[src/rtl/i2c_slave_regfile.sv]
// i2c_slave_regfile: I2C target with an internal byte register file that
// serves one lane (BUS_SEL) of a multi-bus scl/sda vector. It supports
// addressed writes, pointer-based reads, and repeated START. A local port
// preloads and reads back the register file.
// Optional feature macro: I2C_SLV_GLITCH_FILTER_EN adds a 3-sample majority
// filter after each input synchroniser. This suppresses pulses shorter than
// 2 clk and raises the input latency from 2 clk to 4 clk.
module i2c_slave_regfile #(
    parameter int unsigned NUM_I2C_BUSSES = 1,
    parameter int unsigned BUS_SEL        = 0,
    parameter logic [6:0]  SLAVE_ADDR     = 7'h22,
    parameter int unsigned DEPTH          = 16,
    localparam int unsigned PTR_W         = $clog2(DEPTH)
) (
    input  logic                      clk_i,
    input  logic                      rstn_i,
    input  logic [NUM_I2C_BUSSES-1:0] scl_i,
    input  logic [NUM_I2C_BUSSES-1:0] sda_i,
    output logic [NUM_I2C_BUSSES-1:0] scl_o,
    output logic [NUM_I2C_BUSSES-1:0] sda_o,
    input  logic [PTR_W-1:0]          loc_addr_i,
    input  logic                      loc_we_i,
    input  logic [7:0]                loc_wdata_i,
    output logic [7:0]                loc_rdata_o,
    output logic                      busy_o,
    output logic                      wr_done_o
);

    typedef enum logic [2:0] {
        S_IDLE,
        S_ADDR,
        S_PTR,
        S_WDATA,
        S_RDATA,
        S_IGNORE
    } state_t;

    state_t           state, state_nxt;
    logic [3:0]       bit_cnt, cnt_nxt;
    logic [7:0]       rx, rx_nxt;
    logic [7:0]       tx, tx_nxt;
    logic [PTR_W-1:0] ptr, ptr_nxt;
    logic             sda_drv, sda_nxt;
    logic             busy, busy_nxt;
    logic             wr_done, wr_done_nxt;
    logic             wrote, wrote_nxt;
    logic             rw, rw_nxt;
    logic             mack, mack_nxt;
    logic             i2c_we;

    logic [7:0]       mem [DEPTH];
    logic [7:0]       cur_byte;

    logic [1:0]       scl_sync, sda_sync;
    logic             scl_q, sda_q;
    logic             scl_d, sda_d;
    logic             scl_rise, scl_fall;
    logic             start_det, stop_det;

    // Two-flop synchronisers on the served lane, plus previous-value
    // registers for edge detection. Reset to the idle-bus level.
    always_ff @(posedge clk_i or negedge rstn_i) begin
        if (!rstn_i) begin
            scl_sync <= 2'b11;
            sda_sync <= 2'b11;
            scl_d    <= 1'b1;
            sda_d    <= 1'b1;
        end else begin
            scl_sync <= {scl_sync[0], scl_i[BUS_SEL]};
            sda_sync <= {sda_sync[0], sda_i[BUS_SEL]};
            scl_d    <= scl_q;
            sda_d    <= sda_q;
        end
    end

`ifdef I2C_SLV_GLITCH_FILTER_EN
    logic [1:0] scl_hist, sda_hist;

    function automatic logic maj3(input logic a, input logic b, input logic c);
        return (a & b) | (a & c) | (b & c);
    endfunction

    // Majority vote over the newest synchronised sample and two older ones.
    // A level must be present in two consecutive samples to pass.
    always_ff @(posedge clk_i or negedge rstn_i) begin
        if (!rstn_i) begin
            scl_hist <= 2'b11;
            sda_hist <= 2'b11;
            scl_q    <= 1'b1;
            sda_q    <= 1'b1;
        end else begin
            scl_hist <= {scl_hist[0], scl_sync[1]};
            sda_hist <= {sda_hist[0], sda_sync[1]};
            scl_q    <= maj3(scl_sync[1], scl_hist[0], scl_hist[1]);
            sda_q    <= maj3(sda_sync[1], sda_hist[0], sda_hist[1]);
        end
    end
`else
    assign scl_q = scl_sync[1];
    assign sda_q = sda_sync[1];
`endif

    assign scl_rise  = scl_q & ~scl_d;
    assign scl_fall  = ~scl_q & scl_d;
    assign start_det = scl_q & sda_d & ~sda_q;
    assign stop_det  = scl_q & ~sda_d & sda_q;
    assign cur_byte  = mem[ptr];

    // Protocol state register and per-transfer bookkeeping.
    always_ff @(posedge clk_i or negedge rstn_i) begin
        if (!rstn_i) begin
            state   <= S_IDLE;
            bit_cnt <= '0;
            rx      <= '0;
            tx      <= '0;
            ptr     <= '0;
            sda_drv <= 1'b1;
            busy    <= 1'b0;
            wr_done <= 1'b0;
            wrote   <= 1'b0;
            rw      <= 1'b0;
            mack    <= 1'b1;
        end else begin
            state   <= state_nxt;
            bit_cnt <= cnt_nxt;
            rx      <= rx_nxt;
            tx      <= tx_nxt;
            ptr     <= ptr_nxt;
            sda_drv <= sda_nxt;
            busy    <= busy_nxt;
            wr_done <= wr_done_nxt;
            wrote   <= wrote_nxt;
            rw      <= rw_nxt;
            mack    <= mack_nxt;
        end
    end

    // Next-state logic. Bits are counted on scl rising edges: 1..8 are the
    // data bits, and 9 is the acknowledge clock. sda changes only when a
    // falling edge is detected, so the change lands one clk later.
    always_comb begin
        state_nxt   = state;
        cnt_nxt     = bit_cnt;
        rx_nxt      = rx;
        tx_nxt      = tx;
        ptr_nxt     = ptr;
        sda_nxt     = sda_drv;
        busy_nxt    = busy;
        wr_done_nxt = 1'b0;
        wrote_nxt   = wrote;
        rw_nxt      = rw;
        mack_nxt    = mack;
        i2c_we      = 1'b0;

        if (start_det) begin
            state_nxt = S_ADDR;
            cnt_nxt   = '0;
            sda_nxt   = 1'b1;
        end else if (stop_det) begin
            state_nxt   = S_IDLE;
            sda_nxt     = 1'b1;
            busy_nxt    = 1'b0;
            wr_done_nxt = wrote;
            wrote_nxt   = 1'b0;
        end else begin
            case (state)
                S_ADDR, S_PTR, S_WDATA: begin
                    if (scl_rise) begin
                        if (bit_cnt < 4'd8) begin
                            rx_nxt  = {rx[6:0], sda_q};
                            cnt_nxt = bit_cnt + 4'd1;
                        end else if (bit_cnt == 4'd8) begin
                            cnt_nxt = 4'd9;
                        end
                    end else if (scl_fall) begin
                        if (bit_cnt == 4'd8) begin
                            // Byte complete: act on it and pull sda low to acknowledge.
                            sda_nxt = 1'b0;
                            case (state)
                                S_ADDR: begin
                                    if (rx[7:1] == SLAVE_ADDR) begin
                                        busy_nxt = 1'b1;
                                        rw_nxt   = rx[0];
                                    end else begin
                                        sda_nxt   = 1'b1;
                                        state_nxt = S_IGNORE;
                                        cnt_nxt   = '0;
                                    end
                                end
                                S_PTR: ptr_nxt = rx[PTR_W-1:0];
                                default: begin
                                    i2c_we    = 1'b1;
                                    ptr_nxt   = ptr + 1'b1;
                                    wrote_nxt = 1'b1;
                                end
                            endcase
                        end else if (bit_cnt == 4'd9) begin
                            // End of the ack clock: release sda and move on.
                            cnt_nxt = '0;
                            sda_nxt = 1'b1;
                            case (state)
                                S_ADDR: begin
                                    if (rw) begin
                                        state_nxt = S_RDATA;
                                        tx_nxt    = {cur_byte[6:0], 1'b0};
                                        sda_nxt   = cur_byte[7];
                                    end else begin
                                        state_nxt = S_PTR;
                                    end
                                end
                                S_PTR:   state_nxt = S_WDATA;
                                default: state_nxt = state;
                            endcase
                        end
                    end
                end
                S_RDATA: begin
                    if (scl_rise) begin
                        if (bit_cnt < 4'd8) begin
                            cnt_nxt = bit_cnt + 4'd1;
                        end else if (bit_cnt == 4'd8) begin
                            mack_nxt = sda_q;
                            cnt_nxt  = 4'd9;
                        end
                    end else if (scl_fall) begin
                        if (bit_cnt >= 4'd1 && bit_cnt <= 4'd7) begin
                            sda_nxt = tx[7];
                            tx_nxt  = {tx[6:0], 1'b0};
                        end else if (bit_cnt == 4'd8) begin
                            // Byte sent: hand sda to the master for its ack.
                            sda_nxt = 1'b1;
                            ptr_nxt = ptr + 1'b1;
                        end else if (bit_cnt == 4'd9) begin
                            cnt_nxt = '0;
                            if (!mack) begin
                                tx_nxt  = {cur_byte[6:0], 1'b0};
                                sda_nxt = cur_byte[7];
                            end else begin
                                sda_nxt   = 1'b1;
                                state_nxt = S_IGNORE;
                            end
                        end
                    end
                end
                default: state_nxt = state;
            endcase
        end
    end

    // Register file and registered local read port. The I2C write is
    // applied last, so it wins when both ports target the same byte.
    always_ff @(posedge clk_i or negedge rstn_i) begin
        if (!rstn_i) begin
            for (int i = 0; i < int'(DEPTH); i++) begin
                mem[i] <= '0;
            end
            loc_rdata_o <= '0;
        end else begin
            loc_rdata_o <= mem[loc_addr_i];
            if (loc_we_i) begin
                mem[loc_addr_i] <= loc_wdata_i;
            end
            if (i2c_we) begin
                mem[ptr] <= rx;
            end
        end
    end

    // Open-drain outputs: only the served lane's sda is ever pulled low.
    always_comb begin
        sda_o          = '1;
        sda_o[BUS_SEL] = sda_drv;
    end

    assign scl_o     = '1;
    assign busy_o    = busy;
    assign wr_done_o = wr_done;

endmodule
[config.mk]
export PLATFORM = sky130hd
export DESIGN_NAME = i2c_slave_regfile
export DESIGN_NICKNAME = d
export VERILOG_FILES = /design/src/rtl/i2c_slave_regfile.sv
export SDC_FILE = /design/constraint.sdc
export NUM_CORES = 1
export LEC_CHECK = 0
export CORE_UTILIZATION = 55
export DETAILED_ROUTE_END_ITERATION = 8
export PLACE_DENSITY = 0.68
export SETUP_SLACK_MARGIN = 0.1
export SLEW_MARGIN = 20
export SYNTH_ARGS = -nofsm -noshare
export SYNTH_HDL_FRONTEND = slang
export SYNTH_SLANG_ARGS = --single-unit
[constraint.sdc]
create_clock -name clk_i -period 5.35 [get_ports clk_i]
set_input_delay 1.07 -clock clk_i [delete_from_list [all_inputs] [get_ports clk_i]]
set_output_delay 1.07 -clock clk_i [all_outputs]
set_load 0.01 [all_outputs]
==> flow_summary.ini <==
[cts]
holdBufCountCts = 0
cts_made_buffers = 17
cts_htree_levels = 4
clkLatencyLatePin_ns = 0.44
cts_sinks = 174
postCtsSetupBuffers = 0
cts.repair.resized = 0
cts_buffer_depth = 2
cts_tree = yes
cts-root-buf = clkbuf_16
clk_pin_slew_ns = 0.07

[floorplanning]
die_w_um = 141
pin_count = 29
dieArea_mm2 = 0.0198
start_util_pct = 56.3
die_h_um = 141
rows = 50
core_area_mm2 = 0.0188

[yosys]
avgSynthCellArea_um2 = 11.0
async_flop_share_pct = 100
syn_area_mm2 = 0.0106
synth_cells = 963
synth_edf_count = 0
seq_area_frac_synth_pct = 41.3
yosys_warnings = 0
syn_nets = 989
synth_cell_types = 63
synth_top_flop_cell = dfrtp_1
ys_seq_elements = 174

[sta]
timing.hold.ws_ns = 0.356
final.period_utilization_pct = 64.2
finalClockSkew_ns = 0.0100
finalSetupViolCount = 0
slew_viol_final = 0
fmaxAchievable_mhz = 291
rsz0062_at_grt = no
min_period_ns = 3.43
fin_setup_tns_ns = 0
worstMarginPinSlew_ns = 1.14
hold_viol_final = 0
slew_headroom_pct = 23.9

[power]
p_total_mw = 4.17
comb_power_share_pct = 23.1
p_leak_nw = 4.88
power.switching_mw = 1.25
power_density_mw_per_mm2 = 365
swShare_pct = 30.0
ir_drop_mv = 0.248
seq_power_share_pct = 44.4
p_clk_share_pct = 32.5
intPower_mw = 2.92

[grt]
grt_pass1_vias = 7639
grt_max_degree = 107
grt_pass1_wl_um = 45700
gr-usage-all-layers_pct = 31.1
globalRouteOverflowTotal = 0
grt_antenna_before_repair = 1

[layout]
n_antenna_cell = 0
final_cell_mix = 164 x dfrtp_1, 144 x nor2_1, 135 x mux2i_1, 135 x a21oi_1, 74 x mux4_2
nFillCells = 1526
final_util_pct = 60.9
layout_commonest_cell = dfrtp_1
final_cells = 1187
syn_to_final_growth_pct = 8.12
drive_gt1_share_pct = 17.2
nets = 966

[placed_design]
placed_cells = 1155
gp_congestion = 0.861
numPortBuffers = 27
dpl.hpwl_um = 18900

[routing]
avgViaCountPerCell = 6.63
totalWireLength_um = 28800
dr.pass1.iters = 5
drc_errors = 0
routedWlPerCell_um = 24.3
postRouteAntennaNets = 0
via_count = 7864
drt_iter0_markers = 785

[worst_setup_path]
crit_buf_inv = 1
worstPathRequired_ns = 5.63
critPathArrivalTime_ns = 3.71
crit_type = register to register
end_kind = register
critPathSlowestCell = a2111oi_4
path_delay_family = simple AND/OR/NAND/NOR gates
crit_path_max_incr_delay_ns = 0.89
start_kind = register
critPathMaxFanout = 16
path_cells = inv_1 > ha_1 > nand2b_1 > a2111oi_4 > nand4_1 > nor2_1 > a21oi_1

[flow_run]
drv_cap = 0

[outcome]
outcome = completed

[min_path]
min_path_type = register to register
[routing by layer]
layer,GRT usage [%],share of wire (%),wire length [um],vias to the layer above
li1,-,-,-,3520
met2,47.2,46,13300,348
met3,7.03,8.2,2370,51
met5,0,0.042,12,-
met1,44.5,43,12500,3943
met4,10.4,2.3,668,2
[Yosys cell counts (11+ instances only)]
cell type  number  area, um2
nand2_1        26       97.6
nand3_1        30        150
mux2i_1       135       1350
dfrtp_1       166       4150
buf_2          23        115
nand4_1        11       68.8
a21oi_1       135        676
clkbuf_1       35        131
mux2_2         21        236
mux4_2         74       1670
nor2_1        144        541
buf_6          12        135
inv_1          13       48.8
o21ai_0        12       60.1
[metrics by stage]
stage	area (um2)	worst slack [ns]
finish	11400	1.92
global route	11400	1.63
CTS	11400	1.94
detailed placement	10800	1.66
global placement	10800	1.69
floorplan	10600	2.69
[worst paths after layout]
kind / start / to / slack, ns / depth (start not counted)
worst max register to register: scl_d$_DFF_PN1_ / mem[0]$_DFF_PN0_ / 1.92 / 7
min in group asynchronous: rstn_i / bit_cnt[0]$_DFFE_PN0P_ / 0.78 / 1
worst max-delay path: scl_d$_DFF_PN1_ / mem[0]$_DFF_PN0_ / 1.92 / 7
worst min register to register: scl_sync[0]$_DFF_PN1_ / scl_sync[1]$_DFF_PN1_ / 0.36 / 0
worst min-delay path: scl_sync[0]$_DFF_PN1_ / scl_sync[1]$_DFF_PN1_ / 0.36 / 0
max in group asynchronous: rstn_i / scl_sync[1]$_DFF_PN1_ / 3.48 / 2
[sequential cells by signal, indices dropped and copies added, names as in the netlist, 2 cells and up]
name and cells:
mem 128, loc_rdata_o 8, rx 8, tx 7
bit_cnt 4, ptr 4, state 3, scl_sync 2
sda_sync 2
[final cells by class]
class                           count  area, um2  share of cell area [%]
Multi-Input combinational cell    694       5730                    50.2
Timing Repair Buffer               39        352                    3.08
Inverter                           14       52.6                   0.460
Tap cell                          234        293                    2.56
Sequential cell                   174       4370                    38.2
Clock inverter                     15        206                    1.81
Clock buffer                       17        425                    3.72
[power by group through the flow]
stage,clock [mW],combinational (mW),sequential [mW]
3_3_place_gp,0,0.928,1.85
6_report,1.35,0.963,1.85
2_1_floorplan,0,0.723,1.77
5_1_grt,1.42,1.05,1.89
3_5_place_dp,0,0.950,1.87
4_1_cts,1.36,0.953,1.85
[kinds of logic after synthesis]
| family | synth area share [%] |
|---|---|
| muxes | 30.8 |
| adders and majority gates | 1.07 |
| buffers and inverters | 4.65 |
| xor gates and xnor gates | 0.249 |
| AOI/OAI and AO/OA | 9.95 |
| DFF | 41.3 |
| and+or+nand+nor | 12.0 |
| other | 0.0355 |
No activity file was read; power rests on OpenSTA's default activity.
